**src/rtl/feature_weight_loader_if.sv**
```systemverilog
// Bundle of the loader's control, serial-input and memory-write signals.
//
// Parameters
//   KK : number of bits in one kernel word (KERNEL_SIZE*KERNEL_SIZE)
//   AW : width of the feature address
//
// Signals
//   start, abort        : sequence control from the configuration side
//   bit_in, bit_valid   : serial weight stream (producer side of the handshake)
//   bit_ready           : loader can accept a bit this cycle
//   address_w           : feature index presented to the weight memory
//   feature_WrEn        : active-low, single-cycle write strobe to the memory
//   weights_out[KK]     : assembled kernel, element i = i-th bit received
//   busy, done          : status
//
// Handshake: a bit moves on a rising clk edge exactly when bit_valid and
// bit_ready are both high during the cycle before that edge. bit_valid may be
// held, dropped or raised at any time; bit_ready never depends combinationally
// on bit_valid.
//
// Modports
//   master : drives the stream and the control inputs (configuration side)
//   slave  : the loader itself
interface feature_weight_loader_if #(
    parameter int KK = 9,
    parameter int AW = 5
);
    logic          start;
    logic          abort;
    logic          bit_in;
    logic          bit_valid;
    logic          bit_ready;
    logic [AW-1:0] address_w;
    logic          feature_WrEn;
    logic          weights_out [KK];
    logic          busy;
    logic          done;

    modport master (
        output start, abort, bit_in, bit_valid,
        input  bit_ready, address_w, feature_WrEn, weights_out, busy, done
    );

    modport slave (
        input  start, abort, bit_in, bit_valid,
        output bit_ready, address_w, feature_WrEn, weights_out, busy, done
    );
endinterface

```
**src/rtl/feature_weight_loader.sv**
```systemverilog
// Serial-to-parallel writer for the feature weight memory.
//
// A 1-bit weight stream is deserialised into kernels of KERNEL_SIZE^2 bits.
// Each completed kernel is written with one active-low feature_WrEn pulse while
// address_w and weights_out are held stable, features 0..NUM_FEATURES-1 in order.
// After the last feature a one-cycle done pulse is produced.
//
// Ports
//   clk        : system clock, all state changes on the rising edge
//   rst        : asynchronous, active-low reset
//   ifc        : feature_weight_loader_if.slave (control, stream, memory write)
//   state_dbg  : current FSM state (0 IDLE, 1 SHIFT, 2 WRITE, 3 DONE)
//
// Every output is a flop, so the memory (which samples on the falling edge)
// always sees values that settled half a cycle earlier.
module feature_weight_loader #(
    parameter int KERNEL_SIZE  = 3,
    parameter int NUM_FEATURES = 10
) (
    input  logic                     clk,
    input  logic                     rst,
    feature_weight_loader_if.slave   ifc,
    output logic [1:0]               state_dbg
);
    localparam int KK = KERNEL_SIZE * KERNEL_SIZE;
    localparam int AW = $clog2(NUM_FEATURES) + 1;
    localparam int CW = $clog2(KK + 1);

    localparam logic [CW-1:0] LAST_BIT  = CW'(KK - 1);
    localparam logic [AW-1:0] LAST_FEAT = AW'(NUM_FEATURES - 1);

    typedef enum logic [1:0] {
        S_IDLE  = 2'd0,
        S_SHIFT = 2'd1,
        S_WRITE = 2'd2,
        S_DONE  = 2'd3
    } state_t;

    state_t        state;
    state_t        state_next;
    logic [CW-1:0] bit_cnt;
    logic [AW-1:0] feat_cnt;
    logic          weights_q [KK];
    logic          wr_en_n_q;
    logic          ready_q;
    logic          busy_q;
    logic          done_q;
    logic          transfer;

    // bit_ready is exactly "state is SHIFT", so the state decode stands in for it.
    assign transfer = (state == S_SHIFT) && ifc.bit_valid;

    // ------------------------------------------------------------------
    // FSM: state register
    // ------------------------------------------------------------------
    always_ff @(posedge clk or negedge rst) begin
        if (!rst) begin
            state <= S_IDLE;
        end else begin
            state <= state_next;
        end
    end

    // ------------------------------------------------------------------
    // FSM: next state. abort overrides everything, including a
    // simultaneous start or a final-bit transfer.
    // ------------------------------------------------------------------
    always_comb begin
        state_next = state;
        case (state)
            S_IDLE:  if (ifc.start) state_next = S_SHIFT;
            S_SHIFT: if (transfer && (bit_cnt == LAST_BIT)) state_next = S_WRITE;
            S_WRITE: state_next = (feat_cnt == LAST_FEAT) ? S_DONE : S_SHIFT;
            S_DONE:  state_next = S_IDLE;
            default: state_next = S_IDLE;
        endcase
        if (ifc.abort) state_next = S_IDLE;
    end

    // ------------------------------------------------------------------
    // Registered outputs, decoded from the next state so they line up
    // with the state they describe.
    // ------------------------------------------------------------------
    always_ff @(posedge clk or negedge rst) begin
        if (!rst) begin
            wr_en_n_q <= 1'b1;
            ready_q   <= 1'b0;
            busy_q    <= 1'b0;
            done_q    <= 1'b0;
        end else begin
            wr_en_n_q <= (state_next != S_WRITE);
            ready_q   <= (state_next == S_SHIFT);
            busy_q    <= (state_next == S_SHIFT) || (state_next == S_WRITE);
            done_q    <= (state_next == S_DONE);
        end
    end

    // ------------------------------------------------------------------
    // Datapath: bit/feature counters and the kernel shift register.
    // weights_q is never cleared between kernels; every element is
    // rewritten before the next WRITE anyway.
    // ------------------------------------------------------------------
    always_ff @(posedge clk or negedge rst) begin
        if (!rst) begin
            bit_cnt  <= '0;
            feat_cnt <= '0;
            for (int i = 0; i < KK; i++) begin
                weights_q[i] <= 1'b0;
            end
        end else if (ifc.abort) begin
            // The bit offered alongside abort is discarded.
            bit_cnt  <= '0;
            feat_cnt <= '0;
        end else begin
            case (state)
                S_IDLE: begin
                    if (ifc.start) begin
                        bit_cnt  <= '0;
                        feat_cnt <= '0;
                    end
                end
                S_SHIFT: begin
                    if (ifc.bit_valid) begin
                        weights_q[bit_cnt] <= ifc.bit_in;
                        bit_cnt            <= bit_cnt + 1'b1;
                    end
                end
                S_WRITE: begin
                    // feat_cnt stays at the last index through DONE so
                    // address_w never leaves the valid range.
                    if (feat_cnt != LAST_FEAT) begin
                        feat_cnt <= feat_cnt + 1'b1;
                        bit_cnt  <= '0;
                    end
                end
                default: begin
                end
            endcase
        end
    end

    assign ifc.bit_ready    = ready_q;
    assign ifc.feature_WrEn = wr_en_n_q;
    assign ifc.address_w    = feat_cnt;
    assign ifc.weights_out  = weights_q;
    assign ifc.busy         = busy_q;
    assign ifc.done         = done_q;
    assign state_dbg        = state;

endmodule

```
**src/flat_wrapper.sv**
```systemverilog
// flat-port wrapper written by rule: the top's interface ports become plain ports
module feature_weight_loader_flat 
#(
    parameter int KERNEL_SIZE  = 3,
    parameter int NUM_FEATURES = 10
)
  (clk, rst, state_dbg, ifc_start, ifc_abort, ifc_bit_in, ifc_bit_valid, ifc_bit_ready, ifc_address_w, ifc_feature_WrEn, ifc_weights_out, ifc_busy, ifc_done);
  feature_weight_loader_if #(.KK(((3) * (3))), .AW(($clog2((10)) + 1))) ifc_i ();
  input  logic clk;
  input  logic rst;
  output logic [1:0] state_dbg;
  input wire logic [$bits(ifc_i.start)-1:0] ifc_start;
  input wire logic [$bits(ifc_i.abort)-1:0] ifc_abort;
  input wire logic [$bits(ifc_i.bit_in)-1:0] ifc_bit_in;
  input wire logic [$bits(ifc_i.bit_valid)-1:0] ifc_bit_valid;
  output wire logic [$bits(ifc_i.bit_ready)-1:0] ifc_bit_ready;
  output wire logic [$bits(ifc_i.address_w)-1:0] ifc_address_w;
  output wire logic [$bits(ifc_i.feature_WrEn)-1:0] ifc_feature_WrEn;
  output wire logic [$bits(ifc_i.weights_out)-1:0] ifc_weights_out;
  output wire logic [$bits(ifc_i.busy)-1:0] ifc_busy;
  output wire logic [$bits(ifc_i.done)-1:0] ifc_done;
  assign ifc_i.start = ifc_start;
  assign ifc_i.abort = ifc_abort;
  assign ifc_i.bit_in = ifc_bit_in;
  assign ifc_i.bit_valid = ifc_bit_valid;
  assign ifc_bit_ready = ifc_i.bit_ready;
  assign ifc_address_w = ifc_i.address_w;
  assign ifc_feature_WrEn = ifc_i.feature_WrEn;
  assign ifc_weights_out = {>>{ifc_i.weights_out}};
  assign ifc_busy = ifc_i.busy;
  assign ifc_done = ifc_i.done;
  feature_weight_loader #(.KERNEL_SIZE(KERNEL_SIZE), .NUM_FEATURES(NUM_FEATURES)) u_core (.clk(clk), .rst(rst), .ifc(ifc_i), .state_dbg(state_dbg));
endmodule
```
**config.mk**
```make
export PLATFORM = sky130hd
export DESIGN_NAME = feature_weight_loader_flat
export DESIGN_NICKNAME = d
export VERILOG_FILES = /design/src/rtl/feature_weight_loader_if.sv /design/src/rtl/feature_weight_loader.sv /design/src/flat_wrapper.sv
export SDC_FILE = /design/constraint.sdc
export NUM_CORES = 1
export LEC_CHECK = 0
export ABC_AREA = 1
export BUFFER_PORTS_ARGS = -buffer_cell sky130_fd_sc_hd__buf_2
export CELL_PAD_IN_SITES_DETAIL_PLACEMENT = 1
export CELL_PAD_IN_SITES_GLOBAL_PLACEMENT = 1
export CORE_MARGIN = 4
export CORE_UTILIZATION = 35
export CTS_CLUSTER_DIAMETER = 30
export CTS_CLUSTER_SIZE = 25
export DETAILED_ROUTE_END_ITERATION = 10
export MAX_ROUTING_LAYER = met4
export PLACE_DENSITY = 0.83
export SLEW_MARGIN = 20
export SYNTH_ARGS = -nofsm -noshare
export SYNTH_HDL_FRONTEND = slang
export SYNTH_SLANG_ARGS = --single-unit
```
**constraint.sdc**
```tcl
create_clock -name clk -period 1.4 [get_ports clk]
set_input_delay 0.07 -clock clk [delete_from_list [all_inputs] [get_ports clk]]
set_output_delay 0.07 -clock clk [all_outputs]
set_load 0.03 [all_outputs]
```
==> load_flow_metrics.sql <==
INSERT INTO impl_metrics (metric_group, metric, value, unit) VALUES
('outcome', 'status', 'complete, but fails checks', ''),
('outcome', 'violations', 'setup timing', ''),
('sta', 'fin_skew', '0.00407', 'ns'),
('route', 'viasPerCell', '4.94', ''),
('logic_synthesis', 'syn_area_per_cell', '7.65', 'sq um'),
('die', 'floorplan.rows', '22', ''),
('pwr', 'worst_ir_drop_on_vdd', '1030', 'uV'),
('route', 'detail_route.first_pass.iterations', '4', ''),
('logic_synthesis', 'mappedNetlistNets', '205', ''),
('route', 'first_iter_violations', '54', ''),
('logic_synthesis', 'post_synth_inst_count', '187', ''),
('worst_setup_path', 'worstSetupStartpointType', 'register', ''),
('route', 'drc', '0', ''),
('clock_tree', 'cts_max_path_buffers', '2', ''),
('cells_and_area', 'layout.nets', '259', ''),
('pwr', 'p_sw_frac', '0.446', ''),
('worst_setup_path', 'required', '1.57', 'ns'),
('cells_and_area', 'final-seq-area', '607', 'sq um'),
('clock_tree', 'clock_tree.htree_level_count', '1', ''),
('min_path', 'worst_hold_path_type', 'input pin to register', ''),
('clock_tree', 'cts_tree', 'done', ''),
('clock_tree', 'worst_setup_hold_path_clk_slew', '0.09', 'ns'),
('flow_run', 'max-cap-violations', '0', ''),
('sta', 'setup_slack', '-0.147', 'ns'),
('sta', 'maxSlewViolCount', '0', ''),
('route', 'final_antenna_net_count', '0', ''),
('cells_and_area', 'layout_common_cells', 'sky130_fd_sc_hd__nand2_1, sky130_fd_sc_hd__buf_2, sky130_fd_sc_hd__buf_4', ''),
('sta', 'setup_viol_count_final', '13', ''),
('pwr', 'cellInternalPower', '1770', 'uW'),
('cells_and_area', 'proportion_of_layout_cells_with_a_drive_suffix_above_1', '0.454', ''),
('clock_tree', 'numCtsBuffers', '3', ''),
('cells_and_area', 'areaGrowthSynthToFinish', '42.1', '%'),
('route', 'via_count', '1423', ''),
('pwr', 'leakagePower', '0.00105', 'uW'),
('pwr', 'p_comb_frac', '0.573', ''),
('clock_tree', 'clkLatencyLatePin', '0.27', 'ns'),
('sta', 'fmaxAchievable', '0.646', 'GHz'),
('die', 'starting_density', '0.377', ''),
('pwr', 'power.net_switching', '1420', 'uW'),
('worst_setup_path', 'cp_max_fo', '5', ''),
('placement', 'post-dp-hpwl', '2830', 'um'),
('clock_tree', 'clock_sinks', '24', ''),
('cells_and_area', 'antenna_cells', '0', ''),
('cells_and_area', 'multi_input_comb_area', '917', 'sq um'),
('clock_tree', 'cts-root-buf', 'sky130_fd_sc_hd__clkbuf_8', ''),
('sta', 'worstMarginPinSlew', '0.570', 'ns'),
('placement', 'port-buffer-count', '25', ''),
('pwr', 'power.density_cell_area', '1570', 'mW/mm^2'),
('pwr', 'total_power', '3180', 'uW'),
('sta', 'layout_min_cycle_time', '1.55', 'ns'),
('die', 'fp.dieW', '72.0', 'um'),
('worst_setup_path', 'worst-endpoint-arrival', '1.72', 'ns'),
('global_routing', 'globalRouteTotalUtil', '0.163', ''),
('sta', 'final.period_utilization', '1.11', ''),
('logic_synthesis', 'yosys_warnings', '0', ''),
('pwr', 'power_frac_clock', '0.136', ''),
('sta', 'timing.max_slew.rel_slack', '0.620', ''),
('cells_and_area', 'stdcell_area', '0.00203', 'sq mm'),
('die', 'floorplan.io_pins', '26', ''),
('route', 'route.final.wire_length', '4260', 'um'),
('global_routing', 'grt_start_max_net_pins', '25', ''),
('placement', 'routabilityCongestion', '0.771', ''),
('sta', 'fin_tns_setup', '-0.507', 'ns'),
('sta', 'hold_viol_final', '0', ''),
('cells_and_area', 'layout.cells.most_common', 'sky130_fd_sc_hd__nand2_1', ''),
('placement', 'placed_area', '0.00180', 'sq mm'),
('logic_synthesis', 'mappedNetlistArea', '0.00143', 'sq mm'),
('logic_synthesis', 'synth.yosys.seq_area_share', '0.420', ''),
('logic_synthesis', 'netlist-cell-type-count', '17', ''),
('logic_synthesis', 'synth_seq_cells', '24', ''),
('global_routing', 'antenna_found_initial', '0', ''),
('die', 'die_area', '0.00518', 'sq mm'),
('global_routing', 'globalRoute.totalOverflow', '0', ''),
('worst_setup_path', 'criticalPathCategory', 'register to register', ''),
('die', 'dieHeight', '72.0', 'um'),
('cells_and_area', 'fillerInstances', '467', ''),
('global_routing', 'number_of_global_route_vias_before_repair', '1435', ''),
('die', 'core_region_area', '0.00380', 'sq mm'),
('route', 'wire_per_inst', '14.8', 'um'),
('sta', 'setup_repair_after_global_routing_missed_its_margin', 'true', ''),
('worst_setup_path', 'endpoint_kind_of_the_worst_setup_timing_path', 'register', ''),
('pwr', 'part_of_the_total_power_dissipated_in_sequential_elements', '0.291', ''),
('global_routing', 'grt_pass1_wl', '6600', 'um');
[cells in the mapped netlist]
cell type | number | area (sq um)
sky130_fd_sc_hd__nand2_4 | 1 | 11.3
sky130_fd_sc_hd__dfrtp_1 | 23 | 576
sky130_fd_sc_hd__dfstp_2 | 1 | 26.3
sky130_fd_sc_hd__nand4_1 | 8 | 50.1
sky130_fd_sc_hd__nand2_2 | 5 | 31.3
sky130_fd_sc_hd__nand3_2 | 3 | 30.0
sky130_fd_sc_hd__inv_1 | 22 | 82.6
sky130_fd_sc_hd__nor2_1 | 22 | 82.6
sky130_fd_sc_hd__o22ai_1 | 1 | 6.26
sky130_fd_sc_hd__nor2_2 | 1 | 6.26
sky130_fd_sc_hd__o21ai_1 | 9 | 45.0
sky130_fd_sc_hd__inv_2 | 4 | 15.0
sky130_fd_sc_hd__nand2_1 | 57 | 214
sky130_fd_sc_hd__a21oi_1 | 3 | 15.0
sky130_fd_sc_hd__nor2_8 | 1 | 20.0
sky130_fd_sc_hd__nand3_1 | 14 | 70.1
sky130_fd_sc_hd__ha_1 | 12 | 150
[flip-flops by register name, summed over array words and instances (netlist names)]
register and count:
u_core.ifc.weights_out 9, u_core.ifc.feature_WrEn 1, u_core.ifc.done 1, u_core.bit_cnt 4
u_core.ifc.busy 1, u_core.ifc.bit_ready 1, u_core.state_dbg 2, u_core.ifc.address_w 5
[worst max-delay path, stage by stage (launching register included)]
cell	delay, ns
sky130_fd_sc_hd__dfrtp_2	0.44
sky130_fd_sc_hd__inv_4	0.06
sky130_fd_sc_hd__ha_4	0.19
sky130_fd_sc_hd__a21oi_2	0.18
sky130_fd_sc_hd__nand3_2	0.12
sky130_fd_sc_hd__nand2_2	0.13
sky130_fd_sc_hd__inv_4	0.06
sky130_fd_sc_hd__ha_4	0.26
sky130_fd_sc_hd__inv_2	0.02
[layout make-up]
type | instances | area share
inverters | 26 | 0.0517
multi-input cells | 138 | 0.451
flip-flops and latches | 24 | 0.298
repair buffers | 48 | 0.148
clock buffers | 4 | 0.0221
well taps | 48 | 0.0295
[cells by family after synthesis]
family | count (synthesis) | share of synthesized area
fa+ha+maj | 12 | 0.105
simple gates | 112 | 0.360
compound gates | 13 | 0.0463
buf+inv | 26 | 0.0682
flops | 24 | 0.420
[routing by layer]
layer  track usage  share of wire  up-vias
met5             -              0        -
met1         0.187           0.42      701
met3        0.0346          0.030        2
met4        0.0251         0.0052        0
met2         0.297           0.54       19
li1              -              -      701
[stage by stage]
stage	hold slack [ns]	util	instances	setup slack, ns
after global placement	0.0905	0.474	277	-0.0800
after CTS	0.0609	0.514	286	-0.0898
after global routing	0.0675	0.536	288	-0.190
final	0.0627	0.536	288	-0.147
after floorplan	-0.226	-	187	-0.102
after detailed placement	0.0916	0.474	277	-0.137
[power groups by stage]
stage	Clock (uW)	Combinational (uW)	Sequential [uW]
global route	466	1980	947
CTS	446	1640	919
finish	432	1830	927
detailed placement	0	1450	932
floorplan	0	682	1160
global placement	0	1400	925
[worst paths after layout]
path	from	endpoint	slack, ns	cells past startpoint
max	u_core.state_dbg[1]	u_core.ifc.busy	-0.15	8
min	ifc_bit_in	u_core.ifc.weights_out[3]	0.06	3
max reg2reg	u_core.state_dbg[1]	u_core.ifc.busy	-0.15	8
min reg2reg	u_core.ifc.weights_out[2]	u_core.ifc.weights_out[2]	0.48	2
max in group asynchronous	rst	u_core.state_dbg[1]	0.67	2
min in group asynchronous	rst	u_core.ifc.weights_out[6]	0.32	2
[what timing repair did]
| item | CTS | global route |
|---|---|---|
| pin swaps | 6 | 11 |
| hold endpoints to repair | 23 | 0 |
| hold buffers | 1 | 0 |
| gates cloned | 0 | 1 |
| setup buffers | 4 | 1 |
| gates resized for setup | 16 | 22 |
| setup endpoints to repair | 9 | 23 |
No activity file was read; power rests on OpenSTA's default activity.
